$ cat src/rtl/mem_arb_pkg.sv
// Shared encodings for the single-port memory arbiter: FSM states, owner codes
// and the default memory read latency.
package mem_arb_pkg;

    typedef enum logic [1:0] {
        S_IDLE   = 2'd0,
        S_ACCESS = 2'd1,
        S_WAIT   = 2'd2,
        S_RESP   = 2'd3
    } arb_state_t;

    typedef enum logic [1:0] {
        OWN_IF  = 2'd0,
        OWN_D   = 2'd1,
        OWN_DBG = 2'd2
    } owner_t;

    localparam int DEFAULT_READ_LAT = 2;

endpackage

$ cat src/rtl/mem_port_arbiter_rr_pick2.sv
// Two-way round-robin picker between fetch and data requests; a lone requester
// always wins, a tie goes to whichever side was not granted last.
module rr_pick2
    import mem_arb_pkg::*;
(
    input  logic   req_if,
    input  logic   req_d,
    input  logic   last_d,
    output owner_t winner
);

    logic pick_d;

    assign pick_d = req_d && (!req_if || !last_d);
    assign winner = pick_d ? OWN_D : OWN_IF;

endmodule

$ cat src/rtl/mem_port_arbiter.sv
// Arbiter/sequencer for the single-port instruction/data memory with req/ack
// handshakes. Optional debug loader port enabled by MEM_ARB_DBG_PORT_EN.
module mem_port_arbiter
    import mem_arb_pkg::*;
#(
    parameter int ADDR_W   = 16,
    parameter int DATA_W   = 32,
    parameter int READ_LAT = DEFAULT_READ_LAT
) (
    input  logic              clk,
    input  logic              rst_n,
    input  logic              if_req,
    input  logic [ADDR_W-1:0] if_addr,
    output logic              if_ack,
    input  logic              d_req,
    input  logic              d_we,
    input  logic [ADDR_W-1:0] d_addr,
    input  logic [DATA_W-1:0] d_wdata,
    output logic              d_ack,
`ifdef MEM_ARB_DBG_PORT_EN
    input  logic              dbg_req,
    input  logic              dbg_we,
    input  logic [ADDR_W-1:0] dbg_addr,
    input  logic [DATA_W-1:0] dbg_wdata,
    output logic              dbg_ack,
`endif
    output logic [DATA_W-1:0] rdata,
    output logic              mem_en,
    output logic              mem_ren,
    output logic              mem_wen,
    output logic [ADDR_W-1:0] mem_addr,
    output logic [DATA_W-1:0] mem_din,
    input  logic [DATA_W-1:0] mem_dout,
    output logic              busy
);

    localparam logic [2:0] WAIT_INIT = 3'(READ_LAT - 1);

    arb_state_t        state;
    owner_t            owner;
    owner_t            rr_win;
    owner_t            win;
    logic [2:0]        cnt;
    logic              last_d;
    logic              we_q;
    logic              any_req;
    logic              resp_ack;
    logic [ADDR_W-1:0] sel_addr;
    logic              sel_we;
    logic [DATA_W-1:0] sel_wdata;

    rr_pick2 u_pick (
        .req_if (if_req),
        .req_d  (d_req),
        .last_d (last_d),
        .winner (rr_win)
    );

`ifdef MEM_ARB_DBG_PORT_EN
    assign any_req  = if_req | d_req | dbg_req;
    assign resp_ack = if_ack | d_ack | dbg_ack;
`else
    assign any_req  = if_req | d_req;
    assign resp_ack = if_ack | d_ack;
`endif

    // Debug pre-empts the round-robin pair without disturbing its history.
    always_comb begin
        win = rr_win;
`ifdef MEM_ARB_DBG_PORT_EN
        if (dbg_req) win = OWN_DBG;
`endif
    end

    always_comb begin
        sel_addr  = if_addr;
        sel_we    = 1'b0;
        sel_wdata = '0;
        case (win)
            OWN_D: begin
                sel_addr  = d_addr;
                sel_we    = d_we;
                sel_wdata = d_wdata;
            end
`ifdef MEM_ARB_DBG_PORT_EN
            OWN_DBG: begin
                sel_addr  = dbg_addr;
                sel_we    = dbg_we;
                sel_wdata = dbg_wdata;
            end
`endif
            default: ;
        endcase
    end

    always_ff @(posedge clk or negedge rst_n) begin
        if (!rst_n) begin
            last_d <= 1'b0;
        end else if (state == S_IDLE && (if_req || d_req) && win != OWN_DBG) begin
            last_d <= (win == OWN_D);
        end
    end

    always_ff @(posedge clk or negedge rst_n) begin
        if (!rst_n) begin
            state    <= S_IDLE;
            owner    <= OWN_IF;
            cnt      <= '0;
            we_q     <= 1'b0;
            busy     <= 1'b0;
            mem_en   <= 1'b0;
            mem_ren  <= 1'b0;
            mem_wen  <= 1'b0;
            mem_addr <= '0;
            mem_din  <= '0;
            if_ack   <= 1'b0;
            d_ack    <= 1'b0;
`ifdef MEM_ARB_DBG_PORT_EN
            dbg_ack  <= 1'b0;
`endif
        end else begin
            case (state)
                S_IDLE: begin
                    if (any_req) begin
                        state    <= S_ACCESS;
                        owner    <= win;
                        we_q     <= sel_we;
                        busy     <= 1'b1;
                        mem_en   <= 1'b1;
                        mem_ren  <= !sel_we;
                        mem_wen  <= sel_we;
                        mem_addr <= sel_addr;
                        mem_din  <= sel_wdata;
                    end
                end
                S_ACCESS: begin
                    mem_en   <= 1'b0;
                    mem_ren  <= 1'b0;
                    mem_wen  <= 1'b0;
                    mem_addr <= '0;
                    mem_din  <= '0;
                    // Stores complete at once; loads wait out the read latency.
                    if (we_q || READ_LAT == 1) begin
                        state   <= S_RESP;
                        if_ack  <= (owner == OWN_IF);
                        d_ack   <= (owner == OWN_D);
`ifdef MEM_ARB_DBG_PORT_EN
                        dbg_ack <= (owner == OWN_DBG);
`endif
                    end else begin
                        state <= S_WAIT;
                        cnt   <= WAIT_INIT;
                    end
                end
                S_WAIT: begin
                    cnt <= cnt - 3'd1;
                    if (cnt == 3'd1) begin
                        state   <= S_RESP;
                        if_ack  <= (owner == OWN_IF);
                        d_ack   <= (owner == OWN_D);
`ifdef MEM_ARB_DBG_PORT_EN
                        dbg_ack <= (owner == OWN_DBG);
`endif
                    end
                end
                default: begin
                    state   <= S_IDLE;
                    busy    <= 1'b0;
                    if_ack  <= 1'b0;
                    d_ack   <= 1'b0;
`ifdef MEM_ARB_DBG_PORT_EN
                    dbg_ack <= 1'b0;
`endif
                end
            endcase
        end
    end

    assign rdata = (resp_ack && !we_q) ? mem_dout : '0;

endmodule
$ cat config.mk
export PLATFORM = sky130hd
export DESIGN_NAME = mem_port_arbiter
export DESIGN_NICKNAME = d
export VERILOG_FILES = /design/src/rtl/mem_arb_pkg.sv /design/src/rtl/mem_port_arbiter_rr_pick2.sv /design/src/rtl/mem_port_arbiter.sv
export SDC_FILE = /design/constraint.sdc
export NUM_CORES = 1
export LEC_CHECK = 0
export ABC_CLOCK_PERIOD_IN_PS = 1600
export CAP_MARGIN = 20
export CORE_UTILIZATION = 33
export DETAILED_ROUTE_END_ITERATION = 8
export PLACE_DENSITY = 0.77
export SETUP_SLACK_MARGIN = 0.02
export SLEW_MARGIN = 20
export SYNTH_ARGS = -nofsm -noshare
export SYNTH_HDL_FRONTEND = slang
export SYNTH_SLANG_ARGS = --single-unit
$ cat constraint.sdc
create_clock -name clk -period 1.6 [get_ports clk]
set_input_delay 0.24 -clock clk [delete_from_list [all_inputs] [get_ports clk]]
set_output_delay 0.24 -clock clk [all_outputs]
set_load 0.02 [all_outputs]
==> out/qor.csv, run 1 <==
stage;metric;value;unit
power;sw_frac_of_total;0.3940;
route;drt_wl_total;11.18;mm
sta;post-route-period-util;1.047;
sta;slew_viol_final;0;
route;vias_per_cell;5.079;
finish;final_cell_mix;clkdlybuf4s50_1, dfrtp_1, buf_6;
yosys;ys_seq_area_frac;0.5339;
worst_setup_path;crit_chain;inv_2, ha_4, nor3b_4, or2_4, buf_12, a22o_1;
worst_setup_path;critPathKind;register to register;
min_path;min_path_type;input pin to async pin;
clock_tree;insertion_delay;0.34;ns
placed_design;gp_congestion;0.7908;
sta;slew_headroom;0.7796;
worst_setup_path;startpoint_type;register;
route;drt_iter0_drc;108;
clock_tree;cts_tree;done;
power;p_per_area;1955;mW/mm2
die;ios;187;
route;antenna_left;0;
sta;hold_violations;0;
job;maxCapViolations;0;
yosys;syn-num-nets;354;
run_status;violations;negative setup slack;
worst_setup_path;crit_path_max_fanout;8;
clock_tree;numCtsBuffers;9;
yosys;synth_edf_count;0;
sta;timing.fmax;597.1;MHz
sta;skew;0.007224;ns
worst_setup_path;required;1.82;ns
global_route;grt_pass1_vias;2867;
finish;area_delta_synth_final;106.4;%
global_route;grt_max_degree;62;
power;ir_drop;886.8;uV
yosys;ys_ff_latch;61;
finish;antenna_cells;0;
sta;setup-violations-final;78;
power;power.leakage;0.003225;uW
global_route;grt_overflow;0;
yosys;yosys_warnings;0;
route;routedWlPerCell;19.11;um
sta;fin_crit;1.675;ns
placed_design;io_buffers;186;
placed_design;dp_slack;-0.4902;ns
placed_design;place_hpwl;6.711;mm
route;drt_pass1_iterations;4;
global_route;track_usage;0.2135;
power;seq_power_share;0.229;
worst_setup_path;crit_family;simple AND/OR/NAND/NOR gates;
finish;fin_nets;583;
clock_tree;clk_pin_slew;0.07;ns
yosys;yosys.area.top_type;dfrtp_1;
die;start_util;0.3445;
global_route;grt_pass1_wl;14.38;mm
sta;whs;0.4146;ns
clock_tree;cts_sinks;61;
worst_setup_path;worst-path-buf-inv;2;
die;die_w;95.08;um
sta;tns;-1.446;ns
run_status;status;finished, violations left;
global_route;antenna_found_initial;0;
yosys;synthFlopType;dfrtp_1;
finish;mostFrequentLayoutCell;clkdlybuf4s50_1;
yosys;ys_types;34;
power;p_switching;4545;uW
power;pwr-share-comb;0.655;
die;die_y;95.08;um
yosys;synthTopCellsByArea;dfrtp_1, a22o_1, and2_1, a221o_1, o21a_1;
sta;rsz0062_at_grt;true;
worst_setup_path;end_kind;register;
worst_setup_path;critPathSlowestCell;dfrtp_2;
power;p_int;6991;uW
worst_setup_path;slowest_delay;0.41;ns
clock_tree;htreeDepth;3;
die;rows;33;
route;drc;0;
finish;drive_gt1_frac;0.3229;
sta;finalWorstSetupSlack;-0.07481;ns
yosys;synthCells;247;
die;core_area;0.008299;mm2
clock_tree;cts_max_path_buffers;2;
power;clock_power_share;0.116;
die;dieArea;0.009040;mm2
clock_tree;cts-root-buf;clkbuf_8;
route;vias;2971;
yosys;synth_top_area_frac;0.5339;
yosys;async_reset_ff_frac;1.000;
worst_setup_path;arrival;1.89;ns
power;power;11540;uW
sta;tightest_slew;0.3306;ns
yosys;syn_avg_cell_area;11.57;um2
yosys;syn-cell-area;0.002859;mm2
-- worst reg2reg max path, cell delays in order, from the launching register on --
cell and delay, ns:
dfrtp_2 0.41, inv_2 0.07, ha_4 0.18, nor3b_4 0.16, or2_4 0.32, buf_12 0.16, a22o_1 0.25
-- cell type report --
| type | instances | area, um2 |
|---|---|---|
| inverter | 6 | 22.52 |
| clock inverter | 6 | 65.06 |
| multi-input combinational | 159 | 1399 |
| sequential | 61 | 1528 |
| fill | 565 | 2397 |
| timing repair buffer | 239 | 2633 |
| tap | 105 | 131.4 |
| clock buffer | 9 | 123.9 |
-- flip-flops by register name (all words and copies together) (netlist names) --
register and cells:
cnt 3, if_ack 1, we_q 1, owner 1
mem_din 32, mem_wen 1, state 2, mem_ren 1
busy 1, mem_addr 16, mem_en 1, d_ack 1
-- power by group through the flow --
stage	sequential (uW)	clock, uW	combinational, uW
after global placement	2600	0	5830
after global routing	2720	1430	7930
final	2640	1340	7560
after detailed placement	2630	0	5960
after CTS	2640	1360	6620
after floorplan	3300	0	2480
-- metrics by stage --
stage          instance area [um2]    util  instances
6_report                      5902  0.7111        585
5_1_grt                       5902  0.7111        585
3_5_place_dp                  5035  0.6067        544
2_1_floorplan                 2880       -        247
4_1_cts                       5431  0.6545        567
3_3_place_gp                  5035  0.6067        544
-- final timing paths --
kind	end	slack, ns	startpoint	cells past startpoint
hold reg to reg	busy$_DFFE_PN0P_	0.51	busy$_DFFE_PN0P_	1
hold / removal	mem_din[6]$_DFFE_PN0P_	0.41	rst_n	3
setup reg to reg	mem_din[16]$_DFFE_PN0P_	-0.07	state[0]$_DFFE_PN0P_	6
setup / recovery	mem_din[16]$_DFFE_PN0P_	-0.07	state[0]$_DFFE_PN0P_	6
max in group asynchronous	state[0]$_DFFE_PN0P_	0.89	rst_n	3
min in group clk	mem_din[6]$_DFFE_PN0P_	0.49	d_wdata[6]	2
-- cell usage after synthesis (all sizes together) (2+ instances only) --
library cell / number
a21oi: 3
a221o: 16
a22o: 32
and2: 34
buf: 14
clkbuf: 7
dfrtp: 61
ha: 6
inv: 6
mux2: 4
nand2: 7
nand4b: 2
nor2: 10
nor2b: 2
nor3: 2
nor3b: 2
o21a: 18
o21ai: 9
-- cell families (layout without fill, tap and decap cells) --
family	Yosys count	in the layout	synth area share
AO/OA/AOI/OAI	84	84	0.2407
flip-flops	61	61	0.5339
XOR/XNOR	1	1	0.003064
adder cells (fa/ha/maj)	6	6	0.02626
AND/OR/NAND/NOR	63	63	0.1313
buffers and inverters	27	260	0.04551
multiplexers	5	5	0.01926
-- routing by layer --
layer,track usage,vias to the layer above,wire length [um]
li1,-,1362,-
met3,0.04226,26,370
met2,0.3655,90,5939
met5,0,-,0
met4,0.09975,0,359
met1,0.2569,1493,4508
-- repair_timing --
action	4_1_cts	5_1_grt
gates cloned	4	7
resized for setup	224	89
endpoints found under the setup margin	92	125
buffers inserted	3	14
hold buffers	1	0
pin swaps	25	54
hold endpoints to repair	61	0
No activity file was read; power rests on OpenSTA's default activity.
==> run 2: changes to the inputs <==
--- a/config.mk
+++ b/config.mk
@@ -9,6 +9,7 @@
 export CAP_MARGIN = 20
 export CORE_UTILIZATION = 33
 export DETAILED_ROUTE_END_ITERATION = 8
+export GPL_ROUTABILITY_DRIVEN = 1
 export PLACE_DENSITY = 0.77
 export SETUP_SLACK_MARGIN = 0.02
 export SLEW_MARGIN = 20
==> results of run 2 <==
No change in the layout: final DEF, timing and power equal those of run 1.
